--- src/rtl/perceptron_trainer_if.sv ---
// rtl/perceptron_trainer_if.sv - sample stream (valid/ready, packed inputs, bipolar target)
interface perceptron_trainer_if #(
  parameter int NUM_IN = 2,
  parameter int XW     = 8
);
  logic                 s_valid;
  logic                 s_ready;
  logic [NUM_IN*XW-1:0] s_x;
  logic                 s_t;

  modport master (output s_valid, output s_x, output s_t, input s_ready);
  modport slave  (input s_valid, input s_x, input s_t, output s_ready);
endinterface

--- src/rtl/perceptron_trainer.sv ---
// rtl/perceptron_trainer.sv - single-neuron perceptron trainer, sequential MAC, epoch controller
// Optional macro PERCEPTRON_WEIGHT_SAT_EN: weight/bias updates saturate instead of wrapping.
module perceptron_trainer #(
  parameter int NUM_IN    = 2,
  parameter int XW        = 8,
  parameter int WW        = 16,
  parameter int LR_SHIFT  = 0,
  parameter int CNT_W     = 20,
  parameter int EP_W      = 12,
  parameter int MAX_EPOCH = 1000
) (
  input  logic                 clk,
  input  logic                 rst,
  input  logic                 start,
  input  logic [CNT_W-1:0]     n_samples,
  perceptron_trainer_if.slave  s_if,
  output logic [NUM_IN*WW-1:0] w,
  output logic [WW-1:0]        b,
  output logic                 busy,
  output logic                 done,
  output logic                 converged,
  output logic [EP_W-1:0]      epoch_cnt,
  output logic [CNT_W-1:0]     err_cnt
);
  localparam int ACC_W = XW + WW + $clog2(NUM_IN + 1);
  localparam int SUM_W = WW + XW + LR_SHIFT + 1;
  localparam int IDX_W = (NUM_IN > 1) ? $clog2(NUM_IN) : 1;
  localparam logic signed [SUM_W-1:0] B_STEP = SUM_W'(1) <<< LR_SHIFT;
`ifdef PERCEPTRON_WEIGHT_SAT_EN
  localparam logic signed [SUM_W-1:0] W_MAX = {{(SUM_W-WW+1){1'b0}}, {(WW-1){1'b1}}};
  localparam logic signed [SUM_W-1:0] W_MIN = {{(SUM_W-WW+1){1'b1}}, {(WW-1){1'b0}}};
`endif

  typedef enum logic [2:0] {IDLE, WAIT_S, MAC, EVAL, UPD, EPOCH_END, FIN} state_t;

  state_t                  r_state, w_next_state;
  logic signed [WW-1:0]    r_w [NUM_IN];
  logic signed [WW-1:0]    r_b;
  logic signed [WW-1:0]    w_w_upd [NUM_IN];
  logic signed [WW-1:0]    w_b_upd;
  logic signed [SUM_W-1:0] w_step [NUM_IN];
  logic [NUM_IN*XW-1:0]    r_x;
  logic                    r_t;
  logic signed [ACC_W-1:0] r_acc;
  logic [IDX_W-1:0]        r_idx;
  logic [CNT_W-1:0]        r_n, r_scnt, r_err;
  logic [EP_W-1:0]         r_epoch, w_epoch_inc;
  logic                    r_busy, r_done, r_conv;
  logic signed [XW-1:0]    w_x_cur;
  logic signed [XW+WW-1:0] w_prod;
  logic                    w_mismatch, w_last, w_stop;

  function automatic logic signed [WW-1:0] reduce_w(input logic signed [SUM_W-1:0] v);
`ifdef PERCEPTRON_WEIGHT_SAT_EN
    if (v > W_MAX) return W_MAX[WW-1:0];
    if (v < W_MIN) return W_MIN[WW-1:0];
    return v[WW-1:0];
`else
    return v[WW-1:0];
`endif
  endfunction

  assign w_x_cur     = r_x[r_idx*XW +: XW];
  assign w_prod      = w_x_cur * r_w[r_idx];
  // acc >= 0 predicts +1, so a mismatch is exactly sign bit equal to target bit
  assign w_mismatch  = (r_acc[ACC_W-1] == r_t);
  assign w_last      = (r_scnt == r_n);
  assign w_epoch_inc = r_epoch + EP_W'(1);
  assign w_stop      = (r_err == '0) || (w_epoch_inc == EP_W'(MAX_EPOCH));

  always_comb begin
    for (int i = 0; i < NUM_IN; i++) begin
      w_step[i]  = SUM_W'($signed(r_x[i*XW +: XW])) <<< LR_SHIFT;
      w_w_upd[i] = reduce_w(r_t ? SUM_W'(r_w[i]) + w_step[i] : SUM_W'(r_w[i]) - w_step[i]);
    end
    w_b_upd = reduce_w(r_t ? SUM_W'(r_b) + B_STEP : SUM_W'(r_b) - B_STEP);
  end

  always_ff @(posedge clk) begin
    if (rst) r_state <= IDLE;
    else     r_state <= w_next_state;
  end

  always_comb begin
    w_next_state = r_state;
    case (r_state)
      IDLE:      if (start) w_next_state = (n_samples == '0) ? FIN : WAIT_S;
      WAIT_S:    if (s_if.s_valid) w_next_state = MAC;
      MAC:       if (r_idx == IDX_W'(NUM_IN - 1)) w_next_state = EVAL;
      EVAL:      w_next_state = w_mismatch ? UPD : (w_last ? EPOCH_END : WAIT_S);
      UPD:       w_next_state = w_last ? EPOCH_END : WAIT_S;
      EPOCH_END: w_next_state = w_stop ? FIN : WAIT_S;
      FIN:       w_next_state = IDLE;
      default:   w_next_state = IDLE;
    endcase
  end

  always_ff @(posedge clk) begin
    if (rst) begin
      for (int i = 0; i < NUM_IN; i++) r_w[i] <= '0;
      r_b     <= '0;
      r_x     <= '0;
      r_t     <= 1'b0;
      r_acc   <= '0;
      r_idx   <= '0;
      r_n     <= '0;
      r_scnt  <= '0;
      r_err   <= '0;
      r_epoch <= '0;
      r_busy  <= 1'b0;
      r_done  <= 1'b0;
      r_conv  <= 1'b0;
    end else begin
      r_done <= 1'b0;
      case (r_state)
        IDLE: if (start) begin
          for (int i = 0; i < NUM_IN; i++) r_w[i] <= '0;
          r_b     <= '0;
          r_epoch <= '0;
          r_err   <= '0;
          r_scnt  <= '0;
          r_n     <= n_samples;
          r_busy  <= 1'b1;
          r_conv  <= (n_samples == '0);
        end
        WAIT_S: if (s_if.s_valid) begin
          r_x    <= s_if.s_x;
          r_t    <= s_if.s_t;
          r_acc  <= ACC_W'(r_b);
          r_idx  <= '0;
          r_scnt <= r_scnt + CNT_W'(1);
        end
        MAC: begin
          r_acc <= r_acc + ACC_W'(w_prod);
          r_idx <= r_idx + IDX_W'(1);
        end
        EVAL: if (w_mismatch && (r_err != '1)) r_err <= r_err + CNT_W'(1);
        UPD: begin
          for (int i = 0; i < NUM_IN; i++) r_w[i] <= w_w_upd[i];
          r_b <= w_b_upd;
        end
        EPOCH_END: begin
          r_epoch <= w_epoch_inc;
          if (r_err == '0) r_conv <= 1'b1;
          else if (w_epoch_inc == EP_W'(MAX_EPOCH)) r_conv <= 1'b0;
          else begin
            r_err  <= '0;
            r_scnt <= '0;
          end
        end
        FIN: begin
          r_done <= 1'b1;
          r_busy <= 1'b0;
        end
        default: ;
      endcase
    end
  end

  always_comb begin
    w = '0;
    for (int i = 0; i < NUM_IN; i++) w[i*WW +: WW] = r_w[i];
  end

  assign s_if.s_ready = (r_state == WAIT_S);
  assign b            = r_b;
  assign busy         = r_busy;
  assign done         = r_done;
  assign converged    = r_conv;
  assign epoch_cnt    = r_epoch;
  assign err_cnt      = r_err;
endmodule

--- src/flat_wrapper.sv ---
// flat-port wrapper written by rule: the top's interface ports become plain ports
module perceptron_trainer_flat 
#(
  parameter int NUM_IN    = 2,
  parameter int XW        = 8,
  parameter int WW        = 16,
  parameter int LR_SHIFT  = 0,
  parameter int CNT_W     = 20,
  parameter int EP_W      = 12,
  parameter int MAX_EPOCH = 1000
)
  (clk, rst, start, n_samples, w, b, busy, done, converged, epoch_cnt, err_cnt, s_if_s_valid, s_if_s_x, s_if_s_t, s_if_s_ready);
  perceptron_trainer_if #(.NUM_IN(NUM_IN), .XW(XW)) s_if_i ();
  input  logic clk;
  input  logic rst;
  input  logic start;
  input  logic [CNT_W-1:0] n_samples;
  output logic [NUM_IN*WW-1:0] w;
  output logic [WW-1:0] b;
  output logic busy;
  output logic done;
  output logic converged;
  output logic [EP_W-1:0] epoch_cnt;
  output logic [CNT_W-1:0] err_cnt;
  input wire logic [$bits(s_if_i.s_valid)-1:0] s_if_s_valid;
  input wire logic [$bits(s_if_i.s_x)-1:0] s_if_s_x;
  input wire logic [$bits(s_if_i.s_t)-1:0] s_if_s_t;
  output wire logic [$bits(s_if_i.s_ready)-1:0] s_if_s_ready;
  assign s_if_i.s_valid = s_if_s_valid;
  assign s_if_i.s_x = s_if_s_x;
  assign s_if_i.s_t = s_if_s_t;
  assign s_if_s_ready = s_if_i.s_ready;
  perceptron_trainer #(.NUM_IN(NUM_IN), .XW(XW), .WW(WW), .LR_SHIFT(LR_SHIFT), .CNT_W(CNT_W), .EP_W(EP_W), .MAX_EPOCH(MAX_EPOCH)) u_core (.clk(clk), .rst(rst), .start(start), .n_samples(n_samples), .s_if(s_if_i), .w(w), .b(b), .busy(busy), .done(done), .converged(converged), .epoch_cnt(epoch_cnt), .err_cnt(err_cnt));
endmodule
--- config.mk ---
export PLATFORM = sky130hd
export DESIGN_NAME = perceptron_trainer_flat
export DESIGN_NICKNAME = d
export VERILOG_FILES = /design/src/rtl/perceptron_trainer_if.sv /design/src/rtl/perceptron_trainer.sv /design/src/flat_wrapper.sv
export SDC_FILE = /design/constraint.sdc
export NUM_CORES = 1
export LEC_CHECK = 0
export BUFFER_PORTS_ARGS = -buffer_cell sky130_fd_sc_hd__clkbuf_2
export CAP_MARGIN = 20
export CORE_MARGIN = 2
export CORE_UTILIZATION = 59
export CTS_CLUSTER_DIAMETER = 80
export DETAILED_ROUTE_END_ITERATION = 10
export GPL_TIMING_DRIVEN = 0
export PLACE_DENSITY_LB_ADDON = 0.1
export SLEW_MARGIN = 20
export SYNTH_ARGS = -nofsm -noshare
export SYNTH_HDL_FRONTEND = slang
export SYNTH_SLANG_ARGS = --single-unit
--- constraint.sdc ---
create_clock -name clk -period 9.7 [get_ports clk]
set_input_delay 0.97 -clock clk [delete_from_list [all_inputs] [get_ports clk]]
set_output_delay 0.97 -clock clk [all_outputs]
set_load 0.01 [all_outputs]
==> reports/summary.md, run 1 <==
* cell count after synthesis: 1735
* die area: 0.0271 sq mm
* crit-path leading delay family: adder cells
* period utilization: 81.1%
* Post-CTS Setup Bufs: 0
* most common cell type on the critical path: fa_1
* final-layout setup total negative slack: 0 ps
* clock skew after layout: 17.0 ps
* Critical Path, Cell by Cell: buf_1 > clkbuf_1 > mux2i_1 > nor2_1 > fa_1 > fa_1 > inv_1 > fa_1 > inv_1 > fa_1 > fa_1 > ha_1 > a2111oi_0 > o21ai_0 > a41oi_1 > a21bo_2 > o21bai_1 > and3_1 > a211oi_1 > xor2_1 > a221oi_1
* Register-to-Register Path Depth: 21
* dpl hpwl: 33400 um
* clock latency on the worst-skew pair: 450 ps
* Total GRT Usage: 32.1%
* maximum number of pins on one net before global-route repair: 34
* overall die width: 165 um
* final setup violation count: 0
* CTS Hold Buffers Added: 0
* cts repair resizes: 0
* Layout Utilization: 66.8%
* post-synth design cell area: 0.0152 sq mm
* Internal Dissipation: 1.51 mW
* maximum count of clock buffers along a single path: 2
* Buffers & Inverters on Critical Path: 4
* cts bufs inserted: 17
* clock tree sinks: 171
* net switching component of the power: 1.02 mW
* highest routed metal layer: met4
* maximum level of the CTS H-tree: 4
* share of power burned in registers: 32.7%
* Vert. Die Dim: 165 um
* count of flip-flops with a built-in enable after synthesis: 32
* max-capacitance violation count: 0
* Total Nets Final: 2167
* total of warnings raised by yosys: 0
* TritonCTS clock tree: done
* number of antenna violations at the first check in global routing: 0
* classification of the worst-slack hold path: flop to flop
* setup slack of the most critical reg-to-reg path: 1830 ps
* global-route wire length before repair: 67800 um
* delay contributed by the slowest stage of the critical path: 770 ps
* Max FO, Critical Path: 10
* Hold Violations, Final: 0
* leading register cell type out of synthesis: dfxtp_1
* layout cell share with drive strength beyond 1: 11.8%
* total stage count of the critical path: 21
* Routed WL per cell: 18.6 um
* number of buffer cells added on primary ports: 123
* beginning of the worst hold path: u_core.r_n[8]
* routed length on met1: 17300 um
* Top-Level Pins: 125
* routability-driven placement congestion ratio: 0.911
* Avg Synthesized Cell Area: 8.77 sq um
* crit path kind: flop to flop
* share of flip-flops with an asynchronous set or reset: 0%
* overall overflow remaining after global route: 0
* endpoint of the lowest-slack register-to-register path: u_core.r_acc[23]
* fmax: 127 MHz
* starting density of the core: 60.3%
* result of the run: finished, final reports clean
* arrival time at the worst endpoint: 8200 ps
* number of antenna-violating nets in the routed design: 0
* Area growth, synth to finish: 10.8%
* floorplan row count: 58
* drt drc: 0
* post-DR vias/cell: 5.82
* FF+latch count, synth: 171
* Detailed Route WL: 41300 um
* required time of the critical path: 10030 ps
* Detailed Routing Iterations Pass 1: 7
* clock transition at the register clock pins on the worst setup and hold paths after CTS: 90 ps
* count of vias placed by the detailed router: 12900
* Static Leak: 7.67 nW
* CORE AREA: 0.0253 sq mm
* wire length on met2: 20200 um
* setup repair after global routing missed its margin: false
* count of distinct cell types in the synthesized netlist: 81
* hold path endpoint: u_core.r_n[8]
* Worst Hold Depth: 2
* power per cell area: 150 mW/mm^2
* fraction of power consumed by the clock network: 28.0%
* Worst Setup End Kind: flop
* Max stage delay cell, worst path: clkbuf_1
* Synth Net Count: 2025
* buffer cell driving the clock tree root: clkbuf_16
* number of global-route vias before repair: 12800
* maximum vdd drop: 97.0 uV
* DRC marker count from the first detailed-route iteration: 952
* Worst Tran Pin Value: 1050 ps
* switching part of the total power: 40.3%
* final critical delay including setup and external delays: 7870 ps
* Seq/Total Area, Yosys: 24.6%
* Detail Route met3 WL: 2450 um
* number of antenna diodes: 0
* worst max-slew margin expressed relative to the limit: 28.3%
* final slew viol count: 0
* Startpoint Class: flop
* fraction of power consumed by combinational cells: 39.2%
## cells in the final DEF, fill, tap and decap left out, types with 21 or more instances in the layout
cell type and n:
mux2i_1 27, a211oi_1 26, and3_1 21, xnor2_1 67
fa_1 139, nand2_1 208, nand2b_1 23, o21ai_0 53
clkbuf_1 51, nand3_1 22, nor2_1 232, dfxtp_1 139
a21oi_1 109, clkbuf_2 123, ha_1 110, xor2_1 55
inv_1 137, nor3_1 29, edfxtp_1 32
## cell families (layout without fill, tap and decap cells)
group	after synthesis	in the layout	share of synthesized area (%)
AO/OA/AOI/OAI	306	306	13.1
XOR/XNOR	124	124	7.24
adder cells (fa/ha/maj)	249	249	27.3
buffers and inverters	200	355	5.21
flip-flops	171	171	24.6
multiplexers	45	45	3.09
AND/OR/NAND/NOR	640	640	19.5
## worst min-delay path: stages (launching register included)
cell and delay [ps]:
dfxtp_1 320, nand2_1 50, a21oi_1 50
## cells in the mapped netlist (4+ instances only)
library cell    n  area [sq um]
and2_1         14          87.6
edfxtp_1       32           961
and3_1         21           131
or3_1          12          75.1
o21bai_1        8          60.1
a22o_1          4          35.0
o21a_1          9          67.6
a311oi_1       15           131
a21oi_1       109           546
fa_1          139          2780
nor3_1         30           150
a21o_1         13          97.6
xor2_1         55           482
a31oi_1         5          31.3
a211oi_1       26           195
nand3_1        22           110
nand2_1       208           781
nor2_1        232           871
nand4_1        15          93.8
a221oi_1        4          35.0
a211o_1         6          52.6
clkbuf_1       51           191
and4_1          4          35.0
inv_1         138           518
nand3b_1        4          30.0
mux2i_1        29           290
buf_6           5          56.3
o21ai_0        53           265
nor2b_1         8          50.1
ha_1          110          1380
xnor2_1        67           587
mux2_2         16           180
a21bo_2         9          90.1
a41oi_1         4          35.0
dfxtp_1       139          2780
nand2b_1       23           144
or2_2           9          56.3
nor4_1         16           100
## per-layer routing
layer	vias to the layer above	GRT usage, %
met1	6248	40.8
met4	0	12.1
met3	92	5.83
met2	378	54.6
met5	-	0
li1	6197	-
## worst max-delay path by stage
stage	end	from
finish	u_core.r_acc[23]	flop
CTS	u_core.r_acc[23]	flop
global route	u_core.r_acc[23]	flop
detailed placement	u_core.r_acc[23]	flop
floorplan	u_core.r_acc[23]	flop
global placement	u_core.r_acc[23]	flop
## metrics by stage
stage | cell area, sq um | instances | power [mW] | setup WS, ps | hold WS (ps)
after floorplan | 15200 | 1735 | 1.56 | 3450 | 449
after global placement | 16200 | 2188 | 1.80 | 2040 | 457
after detailed placement | 16300 | 2188 | 1.83 | 2030 | 466
after CTS | 16800 | 2220 | 2.53 | 1940 | 477
after global routing | 16900 | 2220 | 2.69 | 1510 | 493
final | 16900 | 2220 | 2.53 | 1830 | 475
## power groups by stage
stage,Sequential (mW),Clock (mW),Combinational (mW)
detailed placement,0.844,0,0.982
finish,0.829,0.710,0.994
global placement,0.843,0,0.959
floorplan,0.831,0,0.728
CTS,0.828,0.717,0.990
global route,0.835,0.745,1.11
## state kept, by name (all words and copies together), names as in the netlist, 3 cells and up, named ones only
| register | count |
|---|---|
| u_core.r_n | 20 |
| u_core.r_x | 16 |
| u_core.epoch_cnt | 12 |
| u_core.r_state | 3 |
| u_core.r_scnt | 20 |
| u_core.b | 16 |
| u_core.r_w | 32 |
| u_core.err_cnt | 20 |
| u_core.r_acc | 26 |
## area by class of cell
type | count | area (sq um)
clock inverters | 15 | 169
multi-input cells | 1364 | 10700
well taps | 330 | 413
clock buffers | 17 | 425
plain buffers | 62 | 275
flip-flops and latches | 171 | 3740
fillers | 2162 | 8400
inverters | 138 | 518
repair buffers | 123 | 616
No activity file was read; power rests on OpenSTA's default activity.
==> run 2: changes to the inputs <==
Clock period 9.7 ns to 7.73 ns, I/O delays scaled along.
==> run 2 against run 1 <==
Against the previous run:
- non-clock buffer count unchanged
- die area did not move
- worst hold slack hardly changed
- via count grew 0.15%
- highest routed layer unchanged
- clock-buffer cell count stayed put
- critical path type unchanged
- clock power grew 25%
- sequential cell count unchanged
- routed wire length about the same
==> reports/summary.md, run 2 (same netlist as run 1, synthesis figures left out) <==
* result of the run: finished, final reports clean
* Vert. Die Dim: 165 um, unchanged
* Top Registers: u_core.r_w x32, u_core.r_acc x26
* DRC marker count from the first detailed-route iteration: 900, -5.5%
* Detailed Route WL: 41300 um, about the same
* Worst Tran Pin Value: 1070 ps, +27.5 ps
* maximum count of clock buffers along a single path: 2, unchanged
* clock skew after layout: 16.7 ps, -0.289 ps
* arrival time at the worst endpoint: 7680 ps, -520 ps
* dpl hpwl: 33400 um, unchanged
* CORE AREA: 0.0253 sq mm, unchanged
* Total GRT Usage: 32.1%, about the same
* total placed instance area: 0.0163 sq mm, unchanged
* setup repair after global routing missed its margin: true
* Worst Setup End Kind: flop
* Hold Violations, Final: 0, unchanged
* clock latency on the worst-skew pair: 450 ps, about the same
* final design instance area without fill: 0.0169 sq mm, +0.13%
* final critical delay including setup and external delays: 7350 ps, -519 ps
* Detailed Routing Iterations Pass 1: 7, unchanged
* end point of the critical path: u_core.r_acc[23]
* clock tree sinks: 171, unchanged
* classification of the worst-slack hold path: flop to flop
* cts bufs inserted: 17, unchanged
* Routed WL per cell: 18.6 um, about the same
* number of antenna diodes: 0, unchanged
* global-route wire length before repair: 67800 um, about the same
* Top-Level Pins: 125, unchanged
* Worst Hold Depth: 2, unchanged
* CTS Hold Buffers Added: 0, unchanged
* worst max-slew margin expressed relative to the limit: 26.4%, -1.9 points
* Static Leak: 7.68 nW, +0.13%
* layout cell share with drive strength beyond 1: 12.1%, +0.32 points
* fmax: 136 MHz, +7.1%
* endpoint of the lowest-slack register-to-register path: u_core.r_acc[23]
* overall die width: 165 um, unchanged
* final-layout setup total negative slack: 0 ps, unchanged
* max FFs per register: 32, unchanged
* most frequent cells in the layout: 232 x nor2_1, 208 x nand2_1, 139 x fa_1, 139 x dfxtp_1, 137 x inv_1
* maximum vdd drop: 122 uV, +26%
* largest register by flop count: u_core.r_w
* Finished Layout Cells: 2220, unchanged
* cell total after placement: 2188, unchanged
* number of antenna-violating nets in the routed design: 0, unchanged
* maximum number of pins on one net before global-route repair: 34, unchanged
* count of vias placed by the detailed router: 12900, +0.15%
* Max FO, Critical Path: 10, unchanged
* number of antenna violations at the first check in global routing: 0, unchanged
* Startpoint Class: flop
* number of global-route vias before repair: 12800, -0.0078%
* final setup violation count: 0, unchanged
* required time of the critical path: 8060 ps, -1970 ps
* Area growth, synth to finish: 10.9%
* setup slack of the most critical reg-to-reg path: 380 ps, -1450 ps
* period utilization: 95.1%, +14 points
* routability-driven placement congestion ratio: 0.911, unchanged
* number of buffer cells added on primary ports: 123, unchanged
* final slew viol count: 0, unchanged
* Total Nets Final: 2167, unchanged
* overall overflow remaining after global route: 0, unchanged
* max-capacitance violation count: 0, unchanged
* buffer cell driving the clock tree root: clkbuf_16
* starting density of the core: 60.3%, unchanged
* beginning of the worst register-to-register path: u_core.r_idx
* post-DR vias/cell: 5.83, +0.15%
* maximum level of the CTS H-tree: 4, unchanged
* most common cell after layout, fill and taps aside: nor2_1
* floorplan row count: 58, unchanged
* clock transition at the register clock pins on the worst setup and hold paths after CTS: 70 ps, -20 ps
* power per cell area: 188 mW/mm^2, +25%
* hold slack final: 475 ps, -0.0130 ps
* crit path launch: u_core.r_idx
* Register-to-Register Path Depth: 19, -9.5%
* TritonCTS clock tree: done
* Post-CTS Setup Bufs: 0, unchanged
* drt drc: 0, unchanged
* crit path kind: flop to flop
* Layout Utilization: 66.8%, +0.084 points
* die area: 0.0271 sq mm, unchanged
run 2: cell counts in the layout (fill, tap and decap cells not counted):
Identical to the previous run, type by type.
run 2: worst max-delay path, stage by stage, from the launching register on:
cell,delay (ps)
dfxtp_1,450
clkbuf_1,490
mux2i_2,670
clkbuf_1,540
nor2_1,150
fa_1,570
fa_1,470
fa_1,540
fa_1,510
ha_1,310
ha_1,360
a2111oi_0,340
o21ai_0,230
a41oi_2,410
a21bo_2,240
o21bai_1,90
and3_1,210
a211oi_1,220
xor2_1,130
a221oi_1,310
run 2: worst min-delay path by stage:
stage | start | endpoint | slack [ps]
after floorplan | u_core.r_n[0] | u_core.r_n[0] | 450
after global placement | u_core.r_n[16] | u_core.r_n[16] | 460
after detailed placement | u_core.r_n[4] | u_core.r_n[4] | 470
after CTS | u_core.r_n[4] | u_core.r_n[4] | 480
after global routing | u_core.r_n[16] | u_core.r_n[16] | 490
final | u_core.r_n[8] | u_core.r_n[8] | 470
run 2: layout make-up:
type / instances / area, sq um
Clock inverter: 15 / 169
Fill cell: 2161 / 8380
Sequential cell: 171 / 3740
Buffer: 62 / 278
Tap cell: 330 / 413
Timing Repair Buffer: 123 / 616
Multi-Input combinational cell: 1364 / 10700
Inverter: 138 / 518
Clock buffer: 17 / 425
run 2: what timing repair did:
action	in CTS	in global routing
gates cloned	0	0
gates resized for setup	1	6
setup endpoints to repair	1	3
run 2: layer usage:
layer / global-route usage (%) / vias up / wire (um)
met5: 0 / - / 0
met4: 11.8 / 0 / 1270
met3: 5.65 / 74 / 2580
met2: 54.7 / 391 / 20300
met1: 41.0 / 6280 / 17200
li1: - / 6189 / -
run 2: power by group:
group / total, mW / internal (mW) / switching [mW]
Sequential: 1.04 / 0.970 / 0.0713
Clock: 0.889 / 0.440 / 0.450
Combinational: 1.25 / 0.489 / 0.761
run 2: per-stage QoR:
stage          total power [mW]  setup slack, ps
2_1_floorplan              1.96             1480
3_3_place_gp               2.26             69.3
3_5_place_dp               2.29             64.2
4_1_cts                    3.18              103
5_1_grt                    3.38            -34.5
6_report                   3.18              382
